==> config.mk <==
export PLATFORM = sky130hd
export DESIGN_NAME = qr_bist_sequencer
export DESIGN_NICKNAME = d
export VERILOG_FILES = /design/src/rtl/qr_bist_pkg.sv /design/src/rtl/qr_bist_sequencer_if.sv /design/src/rtl/qr_bist_cmp.sv /design/src/rtl/qr_bist_sequencer.sv
export SDC_FILE = /design/constraint.sdc
export NUM_CORES = 2
export LEC_CHECK = 0
export ABC_AREA = 1
export CORE_AREA = 4 4 428 430
export CTS_CLUSTER_DIAMETER = 30
export DETAILED_ROUTE_END_ITERATION = 10
export DIE_AREA = 0 0 432 434
export SKIP_LAST_GASP = 1
export SYNTH_ARGS = -nofsm -noshare
export SYNTH_HDL_FRONTEND = slang
export SYNTH_SLANG_ARGS = --single-unit
==> constraint.sdc <==
create_clock -name i_clk -period 3.1 [get_ports i_clk]
set_clock_uncertainty 0.15 [all_clocks]
set_input_delay 0.31 -clock i_clk [delete_from_list [all_inputs] [get_ports i_clk]]
set_output_delay 0.31 -clock i_clk [all_outputs]
set_load 0.005 [all_outputs]
==> src/rtl/qr_bist_pkg.sv <==
// Shared types and constants for the QR BIST sequencer: FSM states, default
// geometry, counter widths, watchdog limit and a saturating-add helper.
package qr_bist_pkg;

  typedef enum logic [2:0] {
    ST_IDLE      = 3'd0,
    ST_FETCH     = 3'd1,
    ST_SEND      = 3'd2,
    ST_WAIT_LAST = 3'd3,
    ST_DONE      = 3'd4
  } state_e;

  localparam int DEF_DATA_W     = 48;
  localparam int DEF_GROUP_LEN  = 200;
  localparam int DEF_OUTS       = 10;
  localparam int DEF_NUM_GROUPS = 100;
  localparam int DEF_R_W        = 320;
  localparam int DEF_Y_W        = 160;

  localparam int ERR_W = 16;
  localparam int CNT_W = 16;
  localparam logic [ERR_W-1:0] ERR_MAX = '1;

  localparam int WD_W = 12;
  localparam logic [WD_W-1:0] WD_LIMIT = 12'd4095;

  function automatic logic [ERR_W-1:0] sat_add(input logic [ERR_W-1:0] a,
                                               input logic [1:0] b);
    logic [ERR_W:0] s;
    s = {1'b0, a} + {{(ERR_W-1){1'b0}}, b};
    return s[ERR_W] ? ERR_MAX : s[ERR_W-1:0];
  endfunction

endpackage

==> src/rtl/qr_bist_sequencer_if.sv <==
// Result-side bus between the DUT/golden ROM and the comparator. The source
// (DUT model plus golden ROM) drives results and golden data; the comparator
// returns the golden ROM address.
interface qr_bist_sequencer_if #(
  parameter int R_W  = 320,
  parameter int Y_W  = 160,
  parameter int GA_W = 10
);
  logic            rd_vld;
  logic            last_data;
  logic [R_W-1:0]  r;
  logic [Y_W-1:0]  y_hat;
  logic [GA_W-1:0] gold_addr;
  logic [R_W-1:0]  gold_r;
  logic [Y_W-1:0]  gold_y;

  modport master (output rd_vld, last_data, r, y_hat, gold_r, gold_y,
                  input  gold_addr);
  modport slave  (input  rd_vld, last_data, r, y_hat, gold_r, gold_y,
                  output gold_addr);
endinterface

==> src/rtl/qr_bist_cmp.sv <==
// Result checker: captures each valid DUT result, compares it with golden ROM
// data one cycle later, checks per-group result counts, keeps a saturating count.
module qr_bist_cmp
  import qr_bist_pkg::*;
#(
  parameter int R_W            = DEF_R_W,
  parameter int Y_W            = DEF_Y_W,
  parameter int GA_W           = 10,
  parameter int OUTS_PER_GROUP = DEF_OUTS
) (
  input  logic             i_clk,
  input  logic             i_rst_n,
  input  logic             i_clear,
  input  logic             i_active,
  qr_bist_sequencer_if.slave res,
  output logic [ERR_W-1:0] o_err_cnt,
  output logic             o_clean
);

  logic             vld;
  logic             last;
  logic [GA_W-1:0]  ridx_q;
  logic [R_W-1:0]   cap_r_q;
  logic [Y_W-1:0]   cap_y_q;
  logic             cap_vld_q;
  logic [CNT_W-1:0] gcnt_q;
  logic [CNT_W-1:0] gcnt_incl;
  logic             cnt_bad_q;
  logic             mism;
  logic [1:0]       inc;
  logic [ERR_W-1:0] err_q;
  logic [ERR_W-1:0] err_d;

  assign vld       = res.rd_vld & i_active;
  assign last      = res.last_data & i_active;
  assign gcnt_incl = gcnt_q + CNT_W'(vld);

  // Golden ROM has one cycle of latency, so it lines up with the capture register.
  assign mism  = cap_vld_q && ((cap_r_q != res.gold_r) || (cap_y_q != res.gold_y));
  assign inc   = {1'b0, mism} + {1'b0, cnt_bad_q};
  assign err_d = sat_add(err_q, inc);

  always_ff @(posedge i_clk or negedge i_rst_n) begin
    if (!i_rst_n) begin
      ridx_q    <= '0;
      cap_r_q   <= '0;
      cap_y_q   <= '0;
      cap_vld_q <= 1'b0;
      gcnt_q    <= '0;
      cnt_bad_q <= 1'b0;
      err_q     <= '0;
    end else if (i_clear) begin
      ridx_q    <= '0;
      cap_vld_q <= 1'b0;
      gcnt_q    <= '0;
      cnt_bad_q <= 1'b0;
      err_q     <= '0;
    end else begin
      cap_vld_q <= vld;
      if (vld) begin
        cap_r_q <= res.r;
        cap_y_q <= res.y_hat;
        ridx_q  <= ridx_q + 1'b1;
      end
      if (last) begin
        gcnt_q    <= '0;
        cnt_bad_q <= (gcnt_incl != CNT_W'(OUTS_PER_GROUP));
      end else begin
        gcnt_q    <= gcnt_incl;
        cnt_bad_q <= 1'b0;
      end
      err_q <= err_d;
    end
  end

  assign res.gold_addr = ridx_q;
  assign o_err_cnt     = err_q;
  // Includes the mismatch still in flight so a verdict taken now is final.
  assign o_clean       = (err_q == '0) && (inc == 2'd0);

endmodule

==> src/rtl/qr_bist_sequencer.sv <==
// BIST sequencer: streams stimulus groups into a QR DUT and checks its results
// against a golden ROM. Define QR_BIST_TIMEOUT_EN to enable the WAIT_LAST watchdog.
module qr_bist_sequencer
  import qr_bist_pkg::*;
#(
  parameter int DATA_W         = DEF_DATA_W,
  parameter int GROUP_LEN      = DEF_GROUP_LEN,
  parameter int OUTS_PER_GROUP = DEF_OUTS,
  parameter int NUM_GROUPS     = DEF_NUM_GROUPS,
  parameter int R_W            = DEF_R_W,
  parameter int Y_W            = DEF_Y_W,
  localparam int SA_W          = $clog2(GROUP_LEN*NUM_GROUPS),
  localparam int GA_W          = $clog2(OUTS_PER_GROUP*NUM_GROUPS)
) (
  input  logic              i_clk,
  input  logic              i_rst_n,
  input  logic              i_start,
  output logic              o_busy,
  output logic              o_done,
  output logic              o_pass,
  output logic [ERR_W-1:0]  o_err_cnt,
  output logic              o_timeout,
  output logic [SA_W-1:0]   o_stim_addr,
  input  logic [DATA_W-1:0] i_stim_data,
  output logic              o_dut_trig,
  output logic [DATA_W-1:0] o_dut_data,
  input  logic              i_dut_rd_vld,
  input  logic              i_dut_last_data,
  input  logic [R_W-1:0]    i_dut_r,
  input  logic [Y_W-1:0]    i_dut_y_hat,
  output logic [GA_W-1:0]   o_gold_addr,
  input  logic [R_W-1:0]    i_gold_r,
  input  logic [Y_W-1:0]    i_gold_y
);

  localparam int SC_W = $clog2(GROUP_LEN+1);
  localparam int GR_W = $clog2(NUM_GROUPS+1);
  localparam logic [SC_W-1:0] SC_LAST = SC_W'(GROUP_LEN-1);
  localparam logic [GR_W-1:0] GR_LAST = GR_W'(NUM_GROUPS-1);

  state_e          state_q, state_d;
  logic [SA_W-1:0] widx_q, widx_d;
  logic [SC_W-1:0] sc_q, sc_d;
  logic [GR_W-1:0] grp_q, grp_d;
  logic            to_q, to_d;
  logic            pass_q, pass_d;
  logic            start_clr;
  logic            last_grp;
  logic            cmp_clean;
  logic            verdict;
`ifdef QR_BIST_TIMEOUT_EN
  logic [WD_W-1:0] wd_q, wd_d;
`endif

  qr_bist_sequencer_if #(.R_W(R_W), .Y_W(Y_W), .GA_W(GA_W)) res_if ();

  assign res_if.rd_vld    = i_dut_rd_vld;
  assign res_if.last_data = i_dut_last_data;
  assign res_if.r         = i_dut_r;
  assign res_if.y_hat     = i_dut_y_hat;
  assign res_if.gold_r    = i_gold_r;
  assign res_if.gold_y    = i_gold_y;
  assign o_gold_addr      = res_if.gold_addr;

  assign last_grp = (grp_q == GR_LAST);
  assign verdict  = cmp_clean & ~to_q;

  always_comb begin
    state_d   = state_q;
    widx_d    = widx_q;
    sc_d      = sc_q;
    grp_d     = grp_q;
    to_d      = to_q;
    pass_d    = pass_q;
    start_clr = 1'b0;
`ifdef QR_BIST_TIMEOUT_EN
    wd_d      = wd_q;
`endif
    case (state_q)
      ST_IDLE: begin
        if (i_start) begin
          state_d   = ST_FETCH;
          widx_d    = '0;
          sc_d      = '0;
          grp_d     = '0;
          to_d      = 1'b0;
          pass_d    = 1'b0;
          start_clr = 1'b1;
        end
      end
      ST_FETCH: begin
        state_d = ST_SEND;
        widx_d  = widx_q + 1'b1;
        sc_d    = '0;
      end
      ST_SEND: begin
        // The address runs one word ahead of the data to hide the ROM latency.
        if (sc_q == SC_LAST) begin
          if (i_dut_last_data) begin
            state_d = last_grp ? ST_DONE : ST_FETCH;
            grp_d   = grp_q + 1'b1;
          end else begin
            state_d = ST_WAIT_LAST;
          end
`ifdef QR_BIST_TIMEOUT_EN
          wd_d = '0;
`endif
        end else begin
          sc_d   = sc_q + 1'b1;
          widx_d = widx_q + 1'b1;
        end
      end
      ST_WAIT_LAST: begin
        if (i_dut_last_data) begin
          state_d = last_grp ? ST_DONE : ST_FETCH;
          grp_d   = grp_q + 1'b1;
        end
`ifdef QR_BIST_TIMEOUT_EN
        else if (wd_q == WD_LIMIT - 1'b1) begin
          to_d    = 1'b1;
          state_d = ST_DONE;
        end else begin
          wd_d = wd_q + 1'b1;
        end
`endif
      end
      ST_DONE: begin
        pass_d  = verdict;
        state_d = ST_IDLE;
      end
      default: state_d = ST_IDLE;
    endcase
  end

  always_ff @(posedge i_clk or negedge i_rst_n) begin
    if (!i_rst_n) begin
      state_q <= ST_IDLE;
      widx_q  <= '0;
      sc_q    <= '0;
      grp_q   <= '0;
      to_q    <= 1'b0;
      pass_q  <= 1'b0;
`ifdef QR_BIST_TIMEOUT_EN
      wd_q    <= '0;
`endif
    end else begin
      state_q <= state_d;
      widx_q  <= widx_d;
      sc_q    <= sc_d;
      grp_q   <= grp_d;
      to_q    <= to_d;
      pass_q  <= pass_d;
`ifdef QR_BIST_TIMEOUT_EN
      wd_q    <= wd_d;
`endif
    end
  end

  qr_bist_cmp #(
    .R_W           (R_W),
    .Y_W           (Y_W),
    .GA_W          (GA_W),
    .OUTS_PER_GROUP(OUTS_PER_GROUP)
  ) u_cmp (
    .i_clk    (i_clk),
    .i_rst_n  (i_rst_n),
    .i_clear  (start_clr),
    .i_active (o_busy),
    .res      (res_if.slave),
    .o_err_cnt(o_err_cnt),
    .o_clean  (cmp_clean)
  );

  assign o_busy      = (state_q != ST_IDLE);
  assign o_done      = (state_q == ST_DONE);
  assign o_pass      = o_done ? verdict : pass_q;
  assign o_timeout   = to_q;
  assign o_stim_addr = widx_q;
  assign o_dut_trig  = (state_q == ST_SEND);
  assign o_dut_data  = o_dut_trig ? i_stim_data : '0;

endmodule

==> run metrics <==
outcome complete, but fails checks; failing checks negative setup slack; #FFs+latches synth 558; DRT antenna net count 0; minimum clock period between 4 and 5 ns; CP Max Fanout 4; most frequent cells in the layout nand2_1, clkdlybuf4s50_1, nor2_1; GRT overflow 0; sequential share of power between 20% and 30%; Max-slew headroom a little over a quarter; Ports roughly 1,100; DR pass1 iterations 6; Mapped Area roughly 30,000 µm²; crit path launch type register; fin nets around 7,200; first-pass GRT wire length approximately 220 mm; f_max between 200 and 250 MHz; DR WL/cell between 15 and 20 µm; Max VDD drop roughly 570 µV; WHS just over 0.08 ns; CTS Buffer Depth 3; DIE AREA around 190,000 µm²; fraction of layout cells with a size suffix above 1 a little under a tenth; PnR Total Power between 30 and 40 mW; via count 33,900; crit end category register; largest net degree at the start of global routing approximately 160; vias in the first global route about 35,000; crit-path max cell delay 0.47 ns; CTS H-tree depth 4; worst slew pin tran around 1.1 ns; distinct cell type count after synthesis 37; Final Max Tran Viols 0; proportion of power drawn by the clock network approximately 58%; initial antenna violation count 87; Psw around 8.5 mW; fill count ~19,000; drt via density a little under 4; number of port buffers between 1,000 and 1,500; TritonCTS Buffers roughly 180; Hold WC Path Type in -> reg; Initial DRC Count roughly 2,200; Area Overhead vs Synth 88.6%; placed instance count a little under 8,000; global placement routability congestion about 0.96; Worst Slack Setup Final -0.905 ns; # clock sinks ~560; crit share post-route 129%; Pint between 20 and 25 mW; TritonCTS clock tree yes; Non-Filler Instances between 8,000 and 9,000; Setup TNS Final -14.43 ns; Worst-path clk slew roughly 0.04 ns; RSZ-0062 raised after global routing yes; switching part of the total 26.1%; initial core utilization roughly 17%; Arr. time, crit path about 4.6 ns; type of the worst setup path reg -> reg; Leakage ~28 nW; hpwl dp about 120 mm; Total Wirelength about 160 mm; WP buf/inv 5; Row Count between 150 and 200; Yosys warnings 0; commonest non-fill, non-tap cell in the layout nand2_1; Die H 434 µm; WP data required about 3.7 ns; GRT Util Overall between 10% and 20%; die width 432 µm; max_cap viols 0; cell family with most CP delay simple AND/OR/NAND/NOR gates; drt drc 0; cell mode on critical path nor2_4; syn_area_per_cell between 6 and 7 µm²; Syn Inst Count 4,313; net count after synthesis 5,337; final setup vio count 17; core box area 180,000 µm²; endpoints failing hold 0; combinational power share 15.5%; PD cells ~570 nW/µm²; Clock Latency Late Sink around 0.80 ns; CTS Root Cell clkbuf_16; sequential-to-total area share from yosys stat a little under half; Critical-path top delay cell dfrtp_1
==> timing repair <==
| item | 4_1_cts | 5_1_grt |
|---|---|---|
| hold buffers | 468 | 0 |
| hold endpoints to repair | 870 | 0 |
| gates resized for setup | 80 | 19 |
| endpoints found under the setup margin | 63 | 34 |
| buffers inserted | 5 | 1 |
| pin swaps | 28 | 9 |
==> cells in the mapped netlist (all sizes together) <==
cell type / n / area share, %
o21bai: 2 / 0.050
fa: 1 / 0.067
a22o: 1 / 0.029
nand4: 15 / 0.31
nand2: 1923 / 24
nor4: 4 / 0.083
a2111oi: 1 / 0.029
nor2: 637 / 8.0
a31oi: 6 / 0.12
nor3: 31 / 0.64
buf: 84 / 1.4
o211ai: 1 / 0.025
clkbuf: 35 / 0.44
inv: 504 / 6.3
dfrtp: 558 / 46
or2: 2 / 0.042
o21ai: 159 / 2.6
o21a: 2 / 0.050
a21oi: 38 / 0.63
a221oi: 3 / 0.087
xnor2: 26 / 0.76
o22ai: 1 / 0.021
conb: 1 / 0.012
a2bb2oi: 1 / 0.029
ha: 10 / 0.42
nand3: 31 / 0.53
xor2: 236 / 6.9
==> routing by layer <==
layer,part of all wire [%],wire [µm],GRT usage (%)
met1,39,62100,18.6
met2,48,76300,27.0
met3,7.3,11600,4.97
met4,5.1,8120,9.38
met5,0.10,161,0
==> worst min-delay path: stages <==
cell and delay (ns):
clkdlybuf4s50_1 0.40, nand2_1 0.15, o21ai_0 0.11
==> path summary, 6_finish.rpt <==
kind	slack [ns]	from	cells after the start	to
max	-0.90	u_cmp.cap_y_q[68]	26	u_cmp.o_err_cnt[11]
min in group asynchronous	0.55	i_rst_n	3	u_cmp.cap_r_q[229]
max reg2reg	-0.90	u_cmp.cap_y_q[68]	26	u_cmp.o_err_cnt[11]
min reg2reg	0.33	u_cmp.res.gold_addr[9]	1	u_cmp.res.gold_addr[9]
max in group asynchronous	0.98	i_rst_n	4	u_cmp.cap_vld_q
min	0.08	i_dut_y_hat[67]	3	u_cmp.cap_y_q[67]
==> registers in the layout, summed over array words and instances (netlist names) <==
| name | flops |
|---|---|
| grp_q | 7 |
| o_stim_addr | 15 |
| pass_q | 1 |
| sc_q | 8 |
| state_q | 3 |
| u_cmp.cap_r_q | 320 |
| u_cmp.cap_vld_q | 1 |
| u_cmp.cap_y_q | 160 |
| u_cmp.cnt_bad_q | 1 |
| u_cmp.gcnt_q | 16 |
| u_cmp.o_err_cnt | 16 |
| u_cmp.res.gold_addr | 10 |
==> cell families (layout without fill, tap and decap cells) <==
| family | count (synthesis) | in the layout | share of synthesized area (%) |
|---|---|---|---|
| flops | 558 | 558 | 46.4 |
| simple gates | 2643 | 2643 | 33.6 |
| compound gates | 215 | 215 | 3.72 |
| xor+xnor | 262 | 262 | 7.63 |
| other cells | 1 | 65 | 0.0125 |
| buf+inv | 623 | 2586 | 8.13 |
| fa+ha+maj | 11 | 11 | 0.482 |
==> power groups by stage <==
stage / Combinational, mW / Clock (mW) / Sequential (mW)
2_1_floorplan: 1.78 / 0 / 8.45
6_report: 5.05 / 19.0 / 8.56
3_3_place_gp: 4.40 / 0 / 8.61
3_5_place_dp: 4.45 / 0 / 8.62
4_1_cts: 5.08 / 19.3 / 8.54
5_1_grt: 5.58 / 19.8 / 8.63
==> area by class of cell <==
cell class                 count  area, µm²  area share (%)
timing repair buffer        1752      17400            30.6
multi-input combinational   3132      14000            24.7
tap                         2370       2970            5.23
antenna                       64        160           0.282
clock inverter                82       1260            2.22
inverter                     504       1900            3.35
sequential                   558      14000            24.6
clock buffer                 248       5130            9.04
==> stage by stage <==
step / setup WS [ns] / utilization (%) / area (µm²)
4_1_cts: -1.08 / 31.4 / 56500
3_3_place_gp: -3.01 / 25.1 / 45200
5_1_grt: -1.17 / 31.6 / 56700
6_report: -0.905 / 31.6 / 56800
3_5_place_dp: -2.99 / 25.1 / 45200
2_1_floorplan: -0.164 / - / 30100
Power figures use the tool's default switching activity.
